## src/rtl/lms_coef_reader_if.sv

```systemverilog
// Coefficient readout stream: valid/ready handshake carrying one coefficient word,
// its tap index and an end-of-frame flag.
interface lms_coef_reader_if #(
    parameter int CW = 16,
    parameter int IW = 5
) ();
    logic          valid;
    logic          ready;
    logic [CW-1:0] data;
    logic [IW-1:0] index;
    logic          last;

    modport master (output valid, data, index, last, input  ready);
    modport slave  (input  valid, data, index, last, output ready);
endinterface

```

## src/rtl/lms_coef_reader.sv

```systemverilog
// Atomic snapshot and stream-out of the LMS filter coefficients over a valid/ready port.
// Optional trailing checksum word is built when COEF_CHKSUM_EN is defined.
module lms_coef_reader #(
    parameter int L  = 16,
    parameter int CW = 16,
    parameter int IW = 5
) (
    input  logic                clk,
    input  logic                reset,
    input  logic [L*CW-1:0]     coef_flat,
    input  logic                snap_req,
    input  logic [15:0]         auto_period,
    output logic                busy,
    lms_coef_reader_if.master   m,
    output logic [15:0]         snap_count,
    output logic [7:0]          overrun_cnt
);
    localparam int AW = (L > 1) ? $clog2(L) : 1;
`ifdef COEF_CHKSUM_EN
    localparam int LAST = L;
`else
    localparam int LAST = L - 1;
`endif
    localparam logic [IW-1:0] LAST_IDX = IW'(LAST);

    typedef enum logic {IDLE, STREAM} state_t;

    state_t        state;
    logic [CW-1:0] snap [L];
    logic [15:0]   auto_cnt;
    logic          auto_tick;
    logic          req;
    logic          xfer;
    logic          xfer_last;
    logic          capture;
    logic [IW-1:0] next_idx;
    logic [CW-1:0] next_word;

    // NOTE: auto_tick is decoded from the registered count, so the request is
    // seen in the same cycle the counter sits at auto_period-1.
    assign auto_tick = (auto_period != 16'd0) && (auto_cnt >= auto_period - 16'd1);
    assign req       = snap_req | auto_tick;
    assign xfer      = m.valid & m.ready;
    assign xfer_last = xfer & m.last;
    // A request on the final handshake starts the next frame with no idle gap.
    assign capture   = req & ((state == IDLE) | xfer_last);
    assign next_idx  = m.index + IW'(1);

`ifdef COEF_CHKSUM_EN
    logic [CW-1:0] chk;
    logic [CW-1:0] coef_sum;

    always_comb begin
        coef_sum = '0;
        for (int k = 0; k < L; k++) coef_sum = coef_sum + coef_flat[k*CW +: CW];
    end

    assign next_word = (next_idx == IW'(L)) ? chk : snap[next_idx[AW-1:0]];
`else
    assign next_word = snap[next_idx[AW-1:0]];
`endif

    always_ff @(posedge clk or negedge reset) begin
        if (!reset) begin
            auto_cnt <= 16'd0;
        end else if (auto_period == 16'd0 || auto_tick) begin
            auto_cnt <= 16'd0;
        end else begin
            auto_cnt <= auto_cnt + 16'd1;
        end
    end

    always_ff @(posedge clk or negedge reset) begin
        if (!reset) begin
            state       <= IDLE;
            busy        <= 1'b0;
            m.valid     <= 1'b0;
            m.data      <= '0;
            m.index     <= '0;
            m.last      <= 1'b0;
            snap_count  <= 16'd0;
            overrun_cnt <= 8'd0;
            // NOTE: the snapshot array is reset too, so a read before the first
            // capture is deterministic; this keeps it in flops rather than RAM.
            for (int k = 0; k < L; k++) snap[k] <= '0;
`ifdef COEF_CHKSUM_EN
            chk         <= '0;
`endif
        end else begin
            if (capture) begin
                for (int k = 0; k < L; k++) snap[k] <= coef_flat[k*CW +: CW];
`ifdef COEF_CHKSUM_EN
                chk        <= coef_sum;
`endif
                state      <= STREAM;
                busy       <= 1'b1;
                m.valid    <= 1'b1;
                m.data     <= coef_flat[CW-1:0];
                m.index    <= '0;
                m.last     <= (LAST == 0);
                snap_count <= snap_count + 16'd1;
            end else if (xfer_last) begin
                state   <= IDLE;
                busy    <= 1'b0;
                m.valid <= 1'b0;
                m.last  <= 1'b0;
            end else if (xfer) begin
                m.index <= next_idx;
                m.data  <= next_word;
                m.last  <= (next_idx == LAST_IDX);
            end

            // Requests landing mid-frame are dropped; the snapshot is untouched.
            if (req && state == STREAM && !xfer_last && overrun_cnt != 8'hFF) begin
                overrun_cnt <= overrun_cnt + 8'd1;
            end
        end
    end
endmodule

```

## src/flat_wrapper.sv

```systemverilog
// flat-port wrapper written by rule: the top's interface ports become plain ports
module lms_coef_reader_flat 
#(
    parameter int L  = 16,
    parameter int CW = 16,
    parameter int IW = 5
)
  (clk, reset, coef_flat, snap_req, auto_period, busy, snap_count, overrun_cnt, m_valid, m_data, m_index, m_last, m_ready);
  lms_coef_reader_if #(.CW(CW), .IW(IW)) m_i ();
  input  logic clk;
  input  logic reset;
  input  logic [L*CW-1:0] coef_flat;
  input  logic snap_req;
  input  logic [15:0] auto_period;
  output logic busy;
  output logic [15:0] snap_count;
  output logic [7:0] overrun_cnt;
  output wire logic [$bits(m_i.valid)-1:0] m_valid;
  output wire logic [$bits(m_i.data)-1:0] m_data;
  output wire logic [$bits(m_i.index)-1:0] m_index;
  output wire logic [$bits(m_i.last)-1:0] m_last;
  input wire logic [$bits(m_i.ready)-1:0] m_ready;
  assign m_valid = m_i.valid;
  assign m_data = m_i.data;
  assign m_index = m_i.index;
  assign m_last = m_i.last;
  assign m_i.ready = m_ready;
  lms_coef_reader #(.L(L), .CW(CW), .IW(IW)) u_core (.clk(clk), .reset(reset), .coef_flat(coef_flat), .snap_req(snap_req), .auto_period(auto_period), .busy(busy), .m(m_i), .snap_count(snap_count), .overrun_cnt(overrun_cnt));
endmodule
```

## config.mk

```make
export PLATFORM = sky130hd
export DESIGN_NAME = lms_coef_reader_flat
export DESIGN_NICKNAME = d
export VERILOG_FILES = /design/src/rtl/lms_coef_reader_if.sv /design/src/rtl/lms_coef_reader.sv /design/src/flat_wrapper.sv
export SDC_FILE = /design/constraint.sdc
export NUM_CORES = 1
export LEC_CHECK = 0
export BUFFER_PORTS_ARGS = -buffer_cell sky130_fd_sc_hd__buf_2
export CAP_MARGIN = 20
export CORE_ASPECT_RATIO = 1.1
export CORE_MARGIN = 2
export CORE_UTILIZATION = 61
export CTS_BUF_LIST = sky130_fd_sc_hd__clkbuf_2 sky130_fd_sc_hd__clkbuf_4 sky130_fd_sc_hd__clkbuf_8
export CTS_CLUSTER_DIAMETER = 120
export CTS_CLUSTER_SIZE = 20
export DETAILED_ROUTE_END_ITERATION = 8
export PLACE_DENSITY = 0.88
export RECOVER_POWER = 50
export SETUP_SLACK_MARGIN = 0.05
export SKIP_LAST_GASP = 1
export SYNTH_ARGS = -nofsm -noshare
export SYNTH_HDL_FRONTEND = slang
export SYNTH_SLANG_ARGS = --single-unit
```

## constraint.sdc

```tcl
create_clock -name clk -period 5.72 [get_ports clk]
set_clock_uncertainty 0.05 [all_clocks]
set_input_delay 1.144 -clock clk [delete_from_list [all_inputs] [get_ports clk]]
set_output_delay 1.144 -clock clk [all_outputs]
set_load 0.005 [all_outputs]
```

==> summary.md <==
| Metric | Value |
|---|---|
| Main synth FF type | `dfrtp_1` |
| Max Slew Vio Count | `96` |
| Drt via density | `5.652` |
| DP Worst Slack | `557.7 ps` |
| Port Buffer Count | `between 300 and 400` |
| HP Start | `u_core.snap_count[15]` |
| Worst setup path class | `in -> reg` |
| Drt drc | `0` |
| CP Cell Sequence | `buf_2 -> nor4_1 -> nand3_1 -> or3_1 -> xor2_1 -> ha_1 -> nand4_1 -> a211oi_1 -> nor4b_2 -> o311a_4 -> buf_12 -> nand2_1 -> nand2_1` |
| Slowest cell delay on critical path | `670 ps` |
| Reg2Reg Depth | `10` |
| Post-CTS Resized | `0` |
| Hold Path Class | `reg -> reg` |
| CP required | `6150 ps` |
| Row cnt | `60` |
| Crit path launch type | `input port` |
| RD Place Congestion | `about 0.91` |
| Number of synthesized flops with an enable pin | `0` |
| Final Hold Fails | `0` |
| Antenna violations before repair | `7` |
| Outcome | `complete, but fails checks` |
| First-pass GRT wire length | `62530 um` |
| WHS Path Cells | `1` |
| CTS Root Cell | `clkbuf_8` |
| Final Cycle Share | `0.8125` |
| Crit Path Max Fanout | `between 80 and 90` |
| CP delay by family, top | `simple AND/OR/NAND/NOR gates` |
| Die X-Extent | `around 150 um` |
| Post-synth top area share | `0.5323` |
| Crit path buf inv count | `2` |
| WP data arrival | `about 5100 ps` |
| Total global routing overflow | `0` |
| Pin count of the biggest net entering global routing | `119` |
| Final setup fails | `0` |
| Leakage dissipation | `around 9 nW` |
| Clock tree buffer depth | `3` |
| Setup TNS | `0 ps` |
| Chip height | `around 170 um` |
| DR pass1 iterations | `7` |
| Cell Pwr Density | `512.8 nW/um^2` |
| Failing checks | `capacitance limit, slew limit` |
| # nets final | `2186` |
| Maximum Capacitance Violations | `1` |
| DR iter-0 viols | `roughly 1100` |
| Htree depth | `1` |
| Core Area | `about 24000 sq um` |
| Post-DRT Antenna Nets | `0` |
| Rel. slew slack | `-1.801` |
| CTS tree | `built` |
| Mapped Cells | `roughly 1600` |
| Post-CTS Hold Fix Bufs | `0` |
| Starting Density | `0.6166` |
| Minimum clock period after layout | `4647 ps` |
| Post-CTS Setup Bufs | `0` |
| DR vias | `between 10000 and 15000` |
| Worst-path clk slew | `between 100 and 150 ps` |
| Drt total wl | `39630 um` |
| RSZ-0062 raised after global routing | `no` |
| Critical Path Sink Type | `flip-flop` |
| Num ports | `324` |
| Register-to-register setup slack | `2610 ps` |
| Die Area | `25860 sq um` |
| Vias in the first global route | `12330` |
| Worst vdd ir | `around 0.44 mV` |
| Mapped cell area | `15000 sq um` |
| Register area share after synthesis | `0.5323` |
| Synth Register Bits | `between 300 and 400` |
| FFs w/ async S/R, synth | `1.000` |
| DP HPWL | `28000 um` |
| Worst Max-Slew Pin Slew | `4201 ps` |
| # clock sinks | `319` |
| Area growth from synthesis to layout | `14.29%` |
| Overall Global Routing Usage | `0.3034` |
| Synth cell types | `slightly above 40` |
| Area contributors post-synth | `dfrtp_1, nand2_1, mux4_2` |
| Ratio of cells with drive above 1 in the final layout | `0.2242` |
| Post-Syn Area per Cell | `around 9.3 sq um` |
| CP most frequent cell | `nand2_1` |
| Post-Syn Nets | `1914` |
| Cell accounting for the most synthesized area | `dfrtp_1` |
| Avg WL per Cell | `~18 um` |
| TritonCTS buffer count | `19` |
| Slowest-stage cell, CP | `nor4_1` |
| Worst Setup Slack, final | `1073 ps` |
| Achievable frequency | `215.2 MHz` |
| Crit Reg-Reg Endpoint | `u_core.snap[218]` |
| Worst r2r src | `u_core.auto_cnt[0]` |
| Synth warnings | `0` |
| Skew-Pair Late Insertion Delay | `560 ps` |
| Worst Hold End | `u_core.snap_count[15]` |
## power by group
group	switching [mW]	total (mW)	leakage, nW	internal [mW]
Combinational	2.05	3.79	4.84	1.74
Clock	0.692	1.01	0.146	0.318
Sequential	0.683	3.99	3.99	3.30
Total	3.43	8.79	8.97	5.36
## metal layers
| layer | part of all wire | GRT usage | routed length (um) | vias up |
|---|---|---|---|---|
| met5 | 0 | 0 | 0 | - |
| met4 | 0.043 | 0.1252 | 1689 | 0 |
| met3 | 0.073 | 0.04147 | 2908 | 96 |
| met2 | 0.49 | 0.4980 | 19400 | 578 |
| met1 | 0.39 | 0.4156 | 15630 | 6052 |
| li1 | - | - | - | 5731 |
## stage by stage
stage / hold WS [ps] / power, mW / cell area, sq um / instances / utilization
finish: 428.7 / 8.790 / 17140 / 2204 / 0.7047
CTS: 430.0 / 8.809 / 17140 / 2197 / 0.7046
global placement: 401.7 / 7.603 / 16860 / 2176 / 0.6932
detailed placement: 408.4 / 7.811 / 16860 / 2176 / 0.6932
global route: 445.6 / 9.402 / 17140 / 2202 / 0.7045
floorplan: 390.3 / 6.482 / 15000 / 1615 / -
## registers in the layout, indices dropped and copies added (netlist names)
name                flops
u_core.overrun_cnt      8
u_core.snap_count      16
u_core.snap           256
u_core.m.last           1
u_core.auto_cnt        16
u_core.m.index          5
u_core.m.valid          1
u_core.m.data          16
## synthesized netlist by cell type, types with 2 or more instances
library cell  count
nor2_1           82
or4_1             2
xnor2_1          32
a31oi_1           2
nor2b_1           2
or3_1             2
nand4_1           8
clkbuf_1         26
a21oi_1           9
o221ai_1         16
xor2_1           23
nand2b_1          2
nor4_1            3
and3_1           12
ha_1             23
inv_1            10
nand3_1          38
buf_4            14
dfrtp_1         319
buf_1             3
nor3_1           12
and4_1            2
nand2_1         831
o21ai_0          17
mux4_2           64
buf_2            46
## cell type report
cell class	count	area (sq um)
Sequential cell	319	7986
Multi-Input combinational cell	1197	6583
Timing Repair Buffer	340	1852
Fill cell	1816	7183
Inverter	10	37.54
Clock buffer	21	276.5
Antenna cell	7	17.52
Tap cell	310	387.9
## worst max-delay path by stage
stage | startpoint | to | cells after the start
floorplan | auto_period[2] | u_core.snap[107] | 14
global placement | auto_period[2] | u_core.snap[245] | 14
detailed placement | auto_period[2] | u_core.snap[226] | 14
CTS | auto_period[2] | u_core.snap[78] | 13
global route | reset | u_core.snap[65] | 1
finish | auto_period[2] | u_core.snap[78] | 13
## layout by cell type, fill, tap and decap left out, types with 3 or more instances in the layout
cell type / n
diode_2: 7
and3_1: 12
buf_12: 9
mux4_2: 64
clkbuf_8: 19
nand4_1: 8
nor4_1: 3
clkbuf_1: 10
nor3_1: 12
ha_1: 22
o221ai_1: 16
xor2_1: 22
buf_2: 312
dfrtp_1: 318
xnor2_1: 31
buf_4: 8
a21oi_1: 9
nor2_1: 82
inv_1: 10
nand2_1: 831
o21ai_0: 17
nand3_1: 38
## cells by family after synthesis
logic type | after synthesis | synth area share
AOI/OAI and AO/OA | 52 | 0.02428
xor gates and xnor gates | 55 | 0.03212
adders and majority gates | 23 | 0.01919
buffers and inverters | 99 | 0.03212
DFF | 319 | 0.5323
muxes | 65 | 0.09686
and+or+nand+nor | 1002 | 0.2631
## worst reg2reg max path: stages (launching register included)
cell and delay [ps]:
dfrtp_1 440, inv_1 70, ha_1 260, nand2b_1 150
a2111oi_0 600, nor4b_2 190, o311ai_4 410, buf_12 280
buf_4 410, nand2_1 120, nand2_1 80
(Power assumes the default switching activity.)
